## src/rtl/id_ex_operand_reg_if.sv

```systemverilog
// ID/EX operand register bus: decode-side request, forwarding sources and EX-side outputs.
// The slave modport is the pipeline register itself; the master modport drives it.
interface id_ex_operand_reg_if #(
  parameter int CTRL_W = 32,
  parameter int CNT_W  = 16
);
  logic              id_valid;
  logic              id_allowin;
  logic              ex_allowin;
  logic              flush;
  logic [4:0]        rs_num;
  logic [4:0]        rt_num;
  logic              rs_used;
  logic              rt_used;
  logic [1:0]        rs_select;
  logic [1:0]        rt_select;
  logic [31:0]       rf_rdata1;
  logic [31:0]       rf_rdata2;
  logic [31:0]       exe_result;
  logic [31:0]       mem_result;
  logic [31:0]       wb_result;
  logic              exe_is_load;
  logic              mem_load_pending;
  logic [31:0]       id_pc;
  logic [CTRL_W-1:0] id_ctrl;
  logic              ex_valid;
  logic [31:0]       ex_pc;
  logic [CTRL_W-1:0] ex_ctrl;
  logic [31:0]       ex_src1;
  logic [31:0]       ex_src2;
  logic [CNT_W-1:0]  stall_cnt;

  modport slave (
    input  id_valid, ex_allowin, flush,
    input  rs_num, rt_num, rs_used, rt_used, rs_select, rt_select,
    input  rf_rdata1, rf_rdata2, exe_result, mem_result, wb_result,
    input  exe_is_load, mem_load_pending, id_pc, id_ctrl,
    output id_allowin, ex_valid, ex_pc, ex_ctrl, ex_src1, ex_src2, stall_cnt
  );

  modport master (
    output id_valid, ex_allowin, flush,
    output rs_num, rt_num, rs_used, rt_used, rs_select, rt_select,
    output rf_rdata1, rf_rdata2, exe_result, mem_result, wb_result,
    output exe_is_load, mem_load_pending, id_pc, id_ctrl,
    input  id_allowin, ex_valid, ex_pc, ex_ctrl, ex_src1, ex_src2, stall_cnt
  );
endinterface

```

## src/rtl/id_ex_operand_reg.sv

```systemverilog
// ID->EX pipeline register with operand forwarding mux, load-use stall and saturating stall counter.
// Optional FWD_WB_EN: when defined, select 11 forwards wb_result; otherwise it reads the register file.
module id_ex_operand_reg #(
  parameter int CTRL_W = 32,
  parameter int CNT_W  = 16
) (
  input  logic                 clk,
  input  logic                 resetn,
  id_ex_operand_reg_if.slave   bus
);

  localparam logic [1:0] SEL_RF  = 2'b00;
  localparam logic [1:0] SEL_EX  = 2'b01;
  localparam logic [1:0] SEL_MEM = 2'b10;
  localparam logic [1:0] SEL_WB  = 2'b11;

  localparam logic [CNT_W-1:0] CNT_MAX = {CNT_W{1'b1}};
  localparam logic [CNT_W-1:0] CNT_ONE = {{(CNT_W-1){1'b0}}, 1'b1};

  // Register zero always reads as zero regardless of what the hazard unit selected.
  function automatic logic [31:0] f_operand(
    input logic [4:0]  num,
    input logic [1:0]  sel,
    input logic [31:0] rf,
    input logic [31:0] exe,
    input logic [31:0] mem,
    input logic [31:0] alt
  );
    logic [31:0] v;
    v = 32'h0000_0000;
    if (num == 5'd0) begin
      v = 32'h0000_0000;
    end else begin
      case (sel)
        SEL_RF:  v = rf;
        SEL_EX:  v = exe;
        SEL_MEM: v = mem;
        SEL_WB:  v = alt;
        default: v = rf;
      endcase
    end
    return v;
  endfunction

  function automatic logic f_src_hazard(
    input logic       used,
    input logic [4:0] num,
    input logic [1:0] sel,
    input logic       ld_in_ex,
    input logic       ld_mem_pending
  );
    logic hz;
    hz = 1'b0;
    if (used && (num != 5'd0)) begin
      hz = ((sel == SEL_EX) && ld_in_ex) || ((sel == SEL_MEM) && ld_mem_pending);
    end else begin
      hz = 1'b0;
    end
    return hz;
  endfunction

  logic              r_ex_valid;
  logic [31:0]       r_ex_src1;
  logic [31:0]       r_ex_src2;
  logic [31:0]       r_ex_pc;
  logic [CTRL_W-1:0] r_ex_ctrl;
  logic [CNT_W-1:0]  r_stall_cnt;

  logic              w_ex_valid_nxt;
  logic [31:0]       w_ex_src1_nxt;
  logic [31:0]       w_ex_src2_nxt;
  logic [31:0]       w_ex_pc_nxt;
  logic [CTRL_W-1:0] w_ex_ctrl_nxt;
  logic [CNT_W-1:0]  w_stall_cnt_nxt;

  logic [31:0]       w_wb_alt1;
  logic [31:0]       w_wb_alt2;
  logic [31:0]       w_src1;
  logic [31:0]       w_src2;
  logic              w_hz_rs;
  logic              w_hz_rt;
  logic              w_hazard;
  logic              w_ex_free;

`ifdef FWD_WB_EN
  assign w_wb_alt1 = bus.wb_result;
  assign w_wb_alt2 = bus.wb_result;
`else
  // Register file writes before it reads, so select 11 can simply take the read port.
  logic w_wb_unused;
  assign w_wb_unused = ^bus.wb_result;
  assign w_wb_alt1   = bus.rf_rdata1;
  assign w_wb_alt2   = bus.rf_rdata2;
`endif

  assign w_src1 = f_operand(bus.rs_num, bus.rs_select, bus.rf_rdata1,
                            bus.exe_result, bus.mem_result, w_wb_alt1);
  assign w_src2 = f_operand(bus.rt_num, bus.rt_select, bus.rf_rdata2,
                            bus.exe_result, bus.mem_result, w_wb_alt2);

  assign w_hz_rs  = f_src_hazard(bus.rs_used, bus.rs_num, bus.rs_select,
                                 bus.exe_is_load, bus.mem_load_pending);
  assign w_hz_rt  = f_src_hazard(bus.rt_used, bus.rt_num, bus.rt_select,
                                 bus.exe_is_load, bus.mem_load_pending);
  assign w_hazard = bus.id_valid & (w_hz_rs | w_hz_rt);

  assign w_ex_free      = ~r_ex_valid | bus.ex_allowin;
  assign bus.id_allowin = ~w_hazard & ~bus.flush & w_ex_free;

  // Next-state for the EX stage: flush beats hazard, hazard inserts a bubble, otherwise capture.
  always_comb begin
    w_ex_valid_nxt = r_ex_valid;
    w_ex_src1_nxt  = r_ex_src1;
    w_ex_src2_nxt  = r_ex_src2;
    w_ex_pc_nxt    = r_ex_pc;
    w_ex_ctrl_nxt  = r_ex_ctrl;
    if (bus.flush) begin
      w_ex_valid_nxt = 1'b0;
    end else if (w_ex_free) begin
      if (w_hazard) begin
        w_ex_valid_nxt = 1'b0;
      end else begin
        w_ex_valid_nxt = bus.id_valid;
        if (bus.id_valid) begin
          w_ex_src1_nxt = w_src1;
          w_ex_src2_nxt = w_src2;
          w_ex_pc_nxt   = bus.id_pc;
          w_ex_ctrl_nxt = bus.id_ctrl;
        end else begin
          w_ex_src1_nxt = r_ex_src1;
        end
      end
    end else begin
      w_ex_valid_nxt = r_ex_valid;
    end
  end

  // Stall counter counts every hazard cycle and sticks at all-ones.
  always_comb begin
    w_stall_cnt_nxt = r_stall_cnt;
    if (w_hazard && (r_stall_cnt != CNT_MAX)) begin
      w_stall_cnt_nxt = r_stall_cnt + CNT_ONE;
    end else begin
      w_stall_cnt_nxt = r_stall_cnt;
    end
  end

  // EX-stage state registers.
  always_ff @(posedge clk or negedge resetn) begin
    if (!resetn) begin
      r_ex_valid  <= 1'b0;
      r_ex_src1   <= 32'h0000_0000;
      r_ex_src2   <= 32'h0000_0000;
      r_ex_pc     <= 32'h0000_0000;
      r_ex_ctrl   <= {CTRL_W{1'b0}};
      r_stall_cnt <= {CNT_W{1'b0}};
    end else begin
      r_ex_valid  <= w_ex_valid_nxt;
      r_ex_src1   <= w_ex_src1_nxt;
      r_ex_src2   <= w_ex_src2_nxt;
      r_ex_pc     <= w_ex_pc_nxt;
      r_ex_ctrl   <= w_ex_ctrl_nxt;
      r_stall_cnt <= w_stall_cnt_nxt;
    end
  end

  assign bus.ex_valid  = r_ex_valid;
  assign bus.ex_src1   = r_ex_src1;
  assign bus.ex_src2   = r_ex_src2;
  assign bus.ex_pc     = r_ex_pc;
  assign bus.ex_ctrl   = r_ex_ctrl;
  assign bus.stall_cnt = r_stall_cnt;

endmodule

```

## src/flat_wrapper.sv

```systemverilog
// flat-port wrapper written by rule: the top's interface ports become plain ports
module id_ex_operand_reg_flat 
#(
  parameter int CTRL_W = 32,
  parameter int CNT_W  = 16
)
  (clk, resetn, bus_id_valid, bus_ex_allowin, bus_flush, bus_rs_num, bus_rt_num, bus_rs_used, bus_rt_used, bus_rs_select, bus_rt_select, bus_rf_rdata1, bus_rf_rdata2, bus_exe_result, bus_mem_result, bus_wb_result, bus_exe_is_load, bus_mem_load_pending, bus_id_pc, bus_id_ctrl, bus_id_allowin, bus_ex_valid, bus_ex_pc, bus_ex_ctrl, bus_ex_src1, bus_ex_src2, bus_stall_cnt);
  id_ex_operand_reg_if #(.CTRL_W(CTRL_W), .CNT_W(CNT_W)) bus_i ();
  input  logic clk;
  input  logic resetn;
  input wire logic [$bits(bus_i.id_valid)-1:0] bus_id_valid;
  input wire logic [$bits(bus_i.ex_allowin)-1:0] bus_ex_allowin;
  input wire logic [$bits(bus_i.flush)-1:0] bus_flush;
  input wire logic [$bits(bus_i.rs_num)-1:0] bus_rs_num;
  input wire logic [$bits(bus_i.rt_num)-1:0] bus_rt_num;
  input wire logic [$bits(bus_i.rs_used)-1:0] bus_rs_used;
  input wire logic [$bits(bus_i.rt_used)-1:0] bus_rt_used;
  input wire logic [$bits(bus_i.rs_select)-1:0] bus_rs_select;
  input wire logic [$bits(bus_i.rt_select)-1:0] bus_rt_select;
  input wire logic [$bits(bus_i.rf_rdata1)-1:0] bus_rf_rdata1;
  input wire logic [$bits(bus_i.rf_rdata2)-1:0] bus_rf_rdata2;
  input wire logic [$bits(bus_i.exe_result)-1:0] bus_exe_result;
  input wire logic [$bits(bus_i.mem_result)-1:0] bus_mem_result;
  input wire logic [$bits(bus_i.wb_result)-1:0] bus_wb_result;
  input wire logic [$bits(bus_i.exe_is_load)-1:0] bus_exe_is_load;
  input wire logic [$bits(bus_i.mem_load_pending)-1:0] bus_mem_load_pending;
  input wire logic [$bits(bus_i.id_pc)-1:0] bus_id_pc;
  input wire logic [$bits(bus_i.id_ctrl)-1:0] bus_id_ctrl;
  output wire logic [$bits(bus_i.id_allowin)-1:0] bus_id_allowin;
  output wire logic [$bits(bus_i.ex_valid)-1:0] bus_ex_valid;
  output wire logic [$bits(bus_i.ex_pc)-1:0] bus_ex_pc;
  output wire logic [$bits(bus_i.ex_ctrl)-1:0] bus_ex_ctrl;
  output wire logic [$bits(bus_i.ex_src1)-1:0] bus_ex_src1;
  output wire logic [$bits(bus_i.ex_src2)-1:0] bus_ex_src2;
  output wire logic [$bits(bus_i.stall_cnt)-1:0] bus_stall_cnt;
  assign bus_i.id_valid = bus_id_valid;
  assign bus_i.ex_allowin = bus_ex_allowin;
  assign bus_i.flush = bus_flush;
  assign bus_i.rs_num = bus_rs_num;
  assign bus_i.rt_num = bus_rt_num;
  assign bus_i.rs_used = bus_rs_used;
  assign bus_i.rt_used = bus_rt_used;
  assign bus_i.rs_select = bus_rs_select;
  assign bus_i.rt_select = bus_rt_select;
  assign bus_i.rf_rdata1 = bus_rf_rdata1;
  assign bus_i.rf_rdata2 = bus_rf_rdata2;
  assign bus_i.exe_result = bus_exe_result;
  assign bus_i.mem_result = bus_mem_result;
  assign bus_i.wb_result = bus_wb_result;
  assign bus_i.exe_is_load = bus_exe_is_load;
  assign bus_i.mem_load_pending = bus_mem_load_pending;
  assign bus_i.id_pc = bus_id_pc;
  assign bus_i.id_ctrl = bus_id_ctrl;
  assign bus_id_allowin = bus_i.id_allowin;
  assign bus_ex_valid = bus_i.ex_valid;
  assign bus_ex_pc = bus_i.ex_pc;
  assign bus_ex_ctrl = bus_i.ex_ctrl;
  assign bus_ex_src1 = bus_i.ex_src1;
  assign bus_ex_src2 = bus_i.ex_src2;
  assign bus_stall_cnt = bus_i.stall_cnt;
  id_ex_operand_reg #(.CTRL_W(CTRL_W), .CNT_W(CNT_W)) u_core (.clk(clk), .resetn(resetn), .bus(bus_i));
endmodule
```

## config.mk

```make
export PLATFORM = sky130hd
export DESIGN_NAME = id_ex_operand_reg_flat
export DESIGN_NICKNAME = d
export VERILOG_FILES = /design/src/rtl/id_ex_operand_reg_if.sv /design/src/rtl/id_ex_operand_reg.sv /design/src/flat_wrapper.sv
export SDC_FILE = /design/constraint.sdc
export NUM_CORES = 1
export LEC_CHECK = 0
export CORE_AREA = 10 10 131 162
export DETAILED_ROUTE_END_ITERATION = 12
export DIE_AREA = 0 0 141 172
export GPL_TIMING_DRIVEN = 1
export MAX_ROUTING_LAYER = met4
export PLACE_DENSITY = 0.82
export SLEW_MARGIN = 20
export SYNTH_ARGS = -nofsm -noshare
export SYNTH_HDL_FRONTEND = slang
export SYNTH_SLANG_ARGS = --single-unit
export TNS_END_PERCENT = 20
```

## constraint.sdc

```tcl
create_clock -name clk -period 2.1 [get_ports clk]
set_clock_uncertainty 0.1 [all_clocks]
set_input_delay 0.315 -clock clk [delete_from_list [all_inputs] [get_ports clk]]
set_output_delay 0.315 -clock clk [all_outputs]
set_load 0.05 [all_outputs]
```

==> flow_summary.toml, run 1 <==
[outcome]
outcome = "finished, violations left"
violations = "negative setup slack"

[logic_synthesis]
yosys.area.top_type_share = 0.524
syn_nets = 915
synthArstFlopShare = 1.00
synth_edf_count = 0
synth.cell_area_um2 = 6920
yosysMostFrequentCell = "dfrtp_1"
netlist_instances = 661
synth_area_leader_cell = "dfrtp_1"
synth_area_per_cell_um2 = 10.5
synth_ff_type = "dfrtp_1"
ys_types = 29
netlist_top_cells_count = "dfrtp_1, nand2_1, nor2_1"
yosysWarningCount = 0
synthTopCellsByArea = "dfrtp_1, mux2_1, a22oi_1"
yosysSeqAreaShare = 0.524
ys_ff_latch = 145

[setup_path]
arrival_ns = 1.69
crit_slowest_cell = "or4_4"
critPathMaxStageDelay_ns = 0.56
reg2reg_to = "u_core.bus.stall_cnt[1]$_DFFE_PN0P_"
worstReg2RegStart = "u_core.bus.stall_cnt[0]$_DFFE_PN0P_"
ff2ff_path_depth = 6
cp-endpoint = "bus_id_allowin"
critPathCaptureType = "output pin"
startpoint_type = "primary input"
critPathLaunch = "bus_rs_num[2]"
crit_required_ns = 1.68
r2r_setup_slack_ns = 0.13
crit_type = "primary input to output pin"
path_cells = "clkbuf_2 > or4_4 > o211ai_4 > a21oi_4 > nor3_4 > buf_6"
crit_fanout = 4

[layout]
syn2layout_area_growth_pct = 70.9
drive_above_1_share = 0.144
fin_util = 0.656
nets = 1304

[routing]
route.met2.wl_um = 14500
wire_per_inst_um = 21.5
drcViolationCount = 0
dr.max_layer_used = "met4"
drtIter0Drc = 424
drtAntennaViolNets = 0
dr.pass1.iters = 5
wl_met3_um = 1990
drt-total-wl_um = 27700
post_drt_via_cell_ratio = 5.32
wl_met1_um = 10600
vias = 6879

[cts]
clk_pin_slew_ns = 0.06
clkSinkCount = 145
h-tree-depth = 4
cts_buffers = 17
root_buffer = "clkbuf_16"
clk-insertion-delay-late_ns = 0.43
clockBufferDepth = 2
cts_tree = "yes"

[timing]
fin_crit_ns = 2.10
maxSlewHeadroom = 0.621
max_clock_freq_mhz = 475
final.period_utilization = 1.00
setup_viol = 1
rsz0062_at_grt = "yes"
fin_ws_ns = -0.00432
worstMarginPinSlew_ns = 0.568
final-hold-violation-count = 0
slew_violations = 0

[die]
io_pins = 393
die-area_um2 = 24300
start_util = 0.384
rows = 55
core-area_um2 = 18000
fp.dieW_um = 141
fp.dieH_um = 172

[power]
p_clk_frac = 0.259
ir_drop_mv = 0.663
power.leakage_nw = 5.09
p_seq_frac = 0.319
power_mw = 11.6
p_switching_mw = 4.77
power_density_nw_per_um2 = 981
swShare = 0.411
combinationalPowerShare = 0.422
cellInternalPower_mw = 6.83

[place]
routabilityCongestion = 0.875
pre_cts_slack_ns = -0.643
hpwlAfterDp_um = 21600
portBuffers = 360

[worst_hold_path]
hp-class = "primary input to asynchronous set/reset pin"

[run]
cap_violations = 0

[grt]
grt_use_total = 0.227
grt_pass1_vias = 7220
grt_overflow = 0
grt_max_degree = 57
grt_pass1_wl_um = 41600
antenna_found_initial = 1
## flip-flops by register name (all words and copies together) (netlist names)
| register | flops |
|---|---|
| u_core.bus.ex_valid | 1 |
| u_core.bus.ex_ctrl | 32 |
| u_core.bus.ex_src2 | 32 |
| u_core.bus.ex_pc | 32 |
| u_core.bus.stall_cnt | 16 |
| u_core.bus.ex_src1 | 32 |
## final cells by class
type / count / area (um^2)
flip-flops and latches: 145 / 3630
inverters: 6 / 22.5
clock buffers: 18 / 429
clock inverters: 14 / 146
fillers: 1399 / 6210
repair buffers: 426 / 4230
diodes: 1 / 2.50
well taps: 228 / 285
multi-input cells: 454 / 3080
## how the worst min path moves through the flow
stage | endpoint | slack [ns] | cells past startpoint
final | u_core.bus.ex_ctrl[19]$_DFFE_PN0P_ | 0.33 | 2
after global routing | u_core.bus.ex_ctrl[19]$_DFFE_PN0P_ | 0.37 | 2
after CTS | u_core.bus.ex_ctrl[19]$_DFFE_PN0P_ | 0.36 | 2
after detailed placement | u_core.bus.ex_ctrl[19]$_DFFE_PN0P_ | 0.23 | 1
after global placement | u_core.bus.ex_ctrl[0]$_DFFE_PN0P_ | 0.22 | 1
after floorplan | u_core.bus.ex_ctrl[0]$_DFFE_PN0P_ | -0.08 | 0
## kinds of logic (layout without fill, tap and decap cells)
logic type,after synthesis,in the layout,share of synthesized area
AOI/OAI and AO/OA,201,201,0.197
and+or+nand+nor,167,167,0.100
DFF,145,145,0.524
muxes,67,67,0.109
buffers and inverters,62,464,0.0421
xor gates and xnor gates,12,12,0.0152
adders and majority gates,7,7,0.0127
other,0,1,0
## what timing repair did
item / in CTS / in global routing
pin swaps: 9 / 6
hold buffers: 1 / 0
resized for setup: 37 / 17
endpoints found under the setup margin: 131 / 50
cloned: 1 / 0
setup buffers: 6 / 3
hold endpoints to repair: 49 / 0
## placed cells by master, fill, tap and decap left out, types with 17 or more instances in the layout
cell type        netlist  routed
a21oi_1               66      65
a22oi_1               64      64
buf_4                  1      67
clkbuf_16              0      17
clkdlybuf4s50_1        0     317
dfrtp_1              145     143
mux2_1                52      52
nand2_1               70      70
nor2_1                70      68
o31ai_1               64      64
## power groups by stage
stage	clock network, mW	logic, mW	registers [mW]
floorplan	0	0.847	5.68
global placement	0	4.84	3.72
detailed placement	0	4.90	3.75
CTS	3.04	4.94	3.70
global route	3.16	5.14	3.77
finish	3.00	4.90	3.70
## stage by stage
stage	hold WS (ns)	instances	instance area [um^2]	setup TNS, ns
2_1_floorplan	-0.0806	661	6930	-0.0273
3_3_place_gp	0.225	1248	11100	-65.47
3_5_place_dp	0.228	1248	11100	-76.43
4_1_cts	0.361	1288	11800	-0.0356
5_1_grt	0.366	1292	11800	-0.0331
6_report	0.335	1292	11800	-0.00432
## worst max-delay path, delay by kind of cell
| family | cells | cell delay, ns |
|---|---|---|
| AOI/OAI and AO/OA | 2 | 0.35 |
| and+or+nand+nor | 2 | 0.75 |
| buffers and inverters | 2 | 0.26 |
## per-layer routing
metal	vias to the layer above	track usage
li1	3192	-
met1	3341	0.243
met4	0	0.0800
met3	43	0.0628
met5	-	-
met2	303	0.395
Power figures use the tool's default switching activity.
==> run 2: changes to the inputs <==
--- a/config.mk
+++ b/config.mk
@@ -9,6 +9,7 @@
 export DETAILED_ROUTE_END_ITERATION = 12
 export DIE_AREA = 0 0 141 172
 export GPL_TIMING_DRIVEN = 1
+export HOLD_SLACK_MARGIN = 0.03
 export MAX_ROUTING_LAYER = met4
 export PLACE_DENSITY = 0.82
 export SLEW_MARGIN = 20
==> results of run 2 <==
Final layout, timing and power as in run 1 (identical DEF).
==> run 3: changes to the inputs <==
--- a/config.mk
+++ b/config.mk
@@ -5,13 +5,12 @@
 export SDC_FILE = /design/constraint.sdc
 export NUM_CORES = 1
 export LEC_CHECK = 0
-export CORE_AREA = 10 10 131 162
+export CORE_AREA = 2 2 153 155
 export DETAILED_ROUTE_END_ITERATION = 12
-export DIE_AREA = 0 0 141 172
-export GPL_TIMING_DRIVEN = 1
+export DIE_AREA = 0 0 155 157
 export HOLD_SLACK_MARGIN = 0.03
 export MAX_ROUTING_LAYER = met4
-export PLACE_DENSITY = 0.82
+export PLACE_DENSITY = 0.67
 export SLEW_MARGIN = 20
 export SYNTH_ARGS = -nofsm -noshare
 export SYNTH_HDL_FRONTEND = slang
==> flow_summary.toml, run 3 (synthesized netlist as in run 1, its figures left out) <==
[routing]
vias = 6711
wire_per_inst_um = 18.4
drcViolationCount = 0
drt-total-wl_um = 24600
drtIter0Drc = 319
post_drt_via_cell_ratio = 5.03
dr.pass1.iters = 5
drtAntennaViolNets = 0

[grt]
grt_max_degree = 43
grt_pass1_wl_um = 36800
grt_use_total = 0.203
grt_overflow = 0
antenna_found_initial = 1
grt_pass1_vias = 6713

[layout]
drive_above_1_share = 0.126
nets = 1290
fin_cells = 1335
syn2layout_area_growth_pct = 70.8
final_area_um2 = 11800
final_cell_mix = "clkdlybuf4s50_1, dfrtp_1, nand2_1"
final_common_cell = "clkdlybuf4s50_1"

[setup_path]
critPathMaxStageDelay_ns = 0.55
critPathMostFrequentCell = "buf_6"
path_cells = "buf_6 > or4_4 > o211ai_2 > buf_4 > a21oi_4 > nor3_4 > buf_6"
crit_fanout = 2
crit_type = "primary input to output pin"
critPathCaptureType = "output pin"
crit_slowest_cell = "or4_4"
crit_required_ns = 1.68
arrival_ns = 1.72
startpoint_type = "primary input"

[timing]
worstMarginPinSlew_ns = 0.570
setup_viol = 1
final.setup.tns_ns = -0.0375
fin_crit_ns = 2.14
max_clock_freq_mhz = 468
rsz0062_at_grt = "yes"
fin_ws_ns = -0.0375
maxSlewHeadroom = 0.619
hold_ws_ns = 0.266
final.period_utilization = 1.02
slew_violations = 0
final-hold-violation-count = 0

[cts]
h-tree-depth = 4
clk-insertion-delay-late_ns = 0.42
clkSinkCount = 145
cts_buffers = 17
root_buffer = "clkbuf_16"
clockBufferDepth = 2
clk_pin_slew_ns = 0.07
cts_tree = "yes"

[place]
place_inst = 1296
hpwlAfterDp_um = 18700
portBuffers = 360
routabilityCongestion = 0.838
place_area_um2 = 11200

[die]
start_util = 0.307
die-area_um2 = 24300
core-area_um2 = 22500
fp.dieH_um = 157
io_pins = 393
rows = 55
fp.dieW_um = 155

[outcome]
violations = "negative setup slack"
outcome = "finished, violations left"

[power]
power.leakage_nw = 5.06
ir_drop_mv = 0.462
power_density_nw_per_um2 = 982

[worst_hold_path]
hp-class = "primary input to asynchronous set/reset pin"

[run]
cap_violations = 0
[run 3: area by class of cell]
| cell class | count | area, um^2 |
|---|---|---|
| Clock buffer | 18 | 429 |
| Clock inverter | 14 | 171 |
| Inverter | 6 | 22.5 |
| Tap cell | 285 | 357 |
| Fill cell | 2078 | 10700 |
| Timing Repair Buffer | 412 | 4150 |
| Antenna cell | 1 | 2.50 |
| Multi-Input combinational cell | 454 | 3060 |
| Sequential cell | 145 | 3630 |
[run 3: path summary, 6_finish.rpt]
kind                       slack (ns)  cells after the start                                  end                                 from
hold / removal                   0.27                      2  u_core.bus.stall_cnt[3]$_DFFE_PN0P_                               resetn
max in group asynchronous        0.96                      3   u_core.bus.ex_ctrl[16]$_DFFE_PN0P_                               resetn
setup / recovery                -0.04                      7                       bus_id_allowin                        bus_rt_num[4]
setup reg to reg                 0.19                      6  u_core.bus.stall_cnt[1]$_DFFE_PN0P_  u_core.bus.stall_cnt[0]$_DFFE_PN0P_
min in group clk                 0.37                      2   u_core.bus.ex_src1[12]$_DFFE_PN0P_   u_core.bus.ex_src1[12]$_DFFE_PN0P_
hold reg to reg                  0.37                      2   u_core.bus.ex_src1[12]$_DFFE_PN0P_   u_core.bus.ex_src1[12]$_DFFE_PN0P_
[run 3: what timing repair did]
| action | CTS | global route |
|---|---|---|
| hold endpoints to repair | 39 | 0 |
| pin swaps | 8 | 7 |
| buffers inserted | 3 | 2 |
| gates cloned | 0 | 0 |
| resized for setup | 33 | 22 |
| setup endpoints to repair | 102 | 8 |
| hold buffers | 1 | 0 |
[run 3: power breakdown]
part	switching [mW]	leakage, nW	internal [mW]
Sequential	0.333	1.80	3.35
Combinational	3.03	2.98	1.78
Clock	1.33	0.283	1.79
[run 3: routing by layer]
metal / GRT usage / wire length (um)
met1: 0.236 / 10200
met2: 0.343 / 12000
met3: 0.0529 / 1740
met4: 0.0710 / 571
met5: - / 0
[run 3: per-stage QoR]
stage,util,total power [mW],worst slack (ns)
after global placement,0.496,8.53,-0.552
after detailed placement,0.496,8.58,-0.578
after floorplan,-,6.53,-0.0273
final,0.525,11.6,-0.0375
after CTS,0.524,11.7,-0.0491
after global routing,0.525,12.1,-0.0998
[run 3: worst max-delay path, delay by kind of cell]
family | cells | cell delay [ns]
buffers and inverters | 3 | 0.43
and+or+nand+nor | 2 | 0.74
AOI/OAI and AO/OA | 2 | 0.25
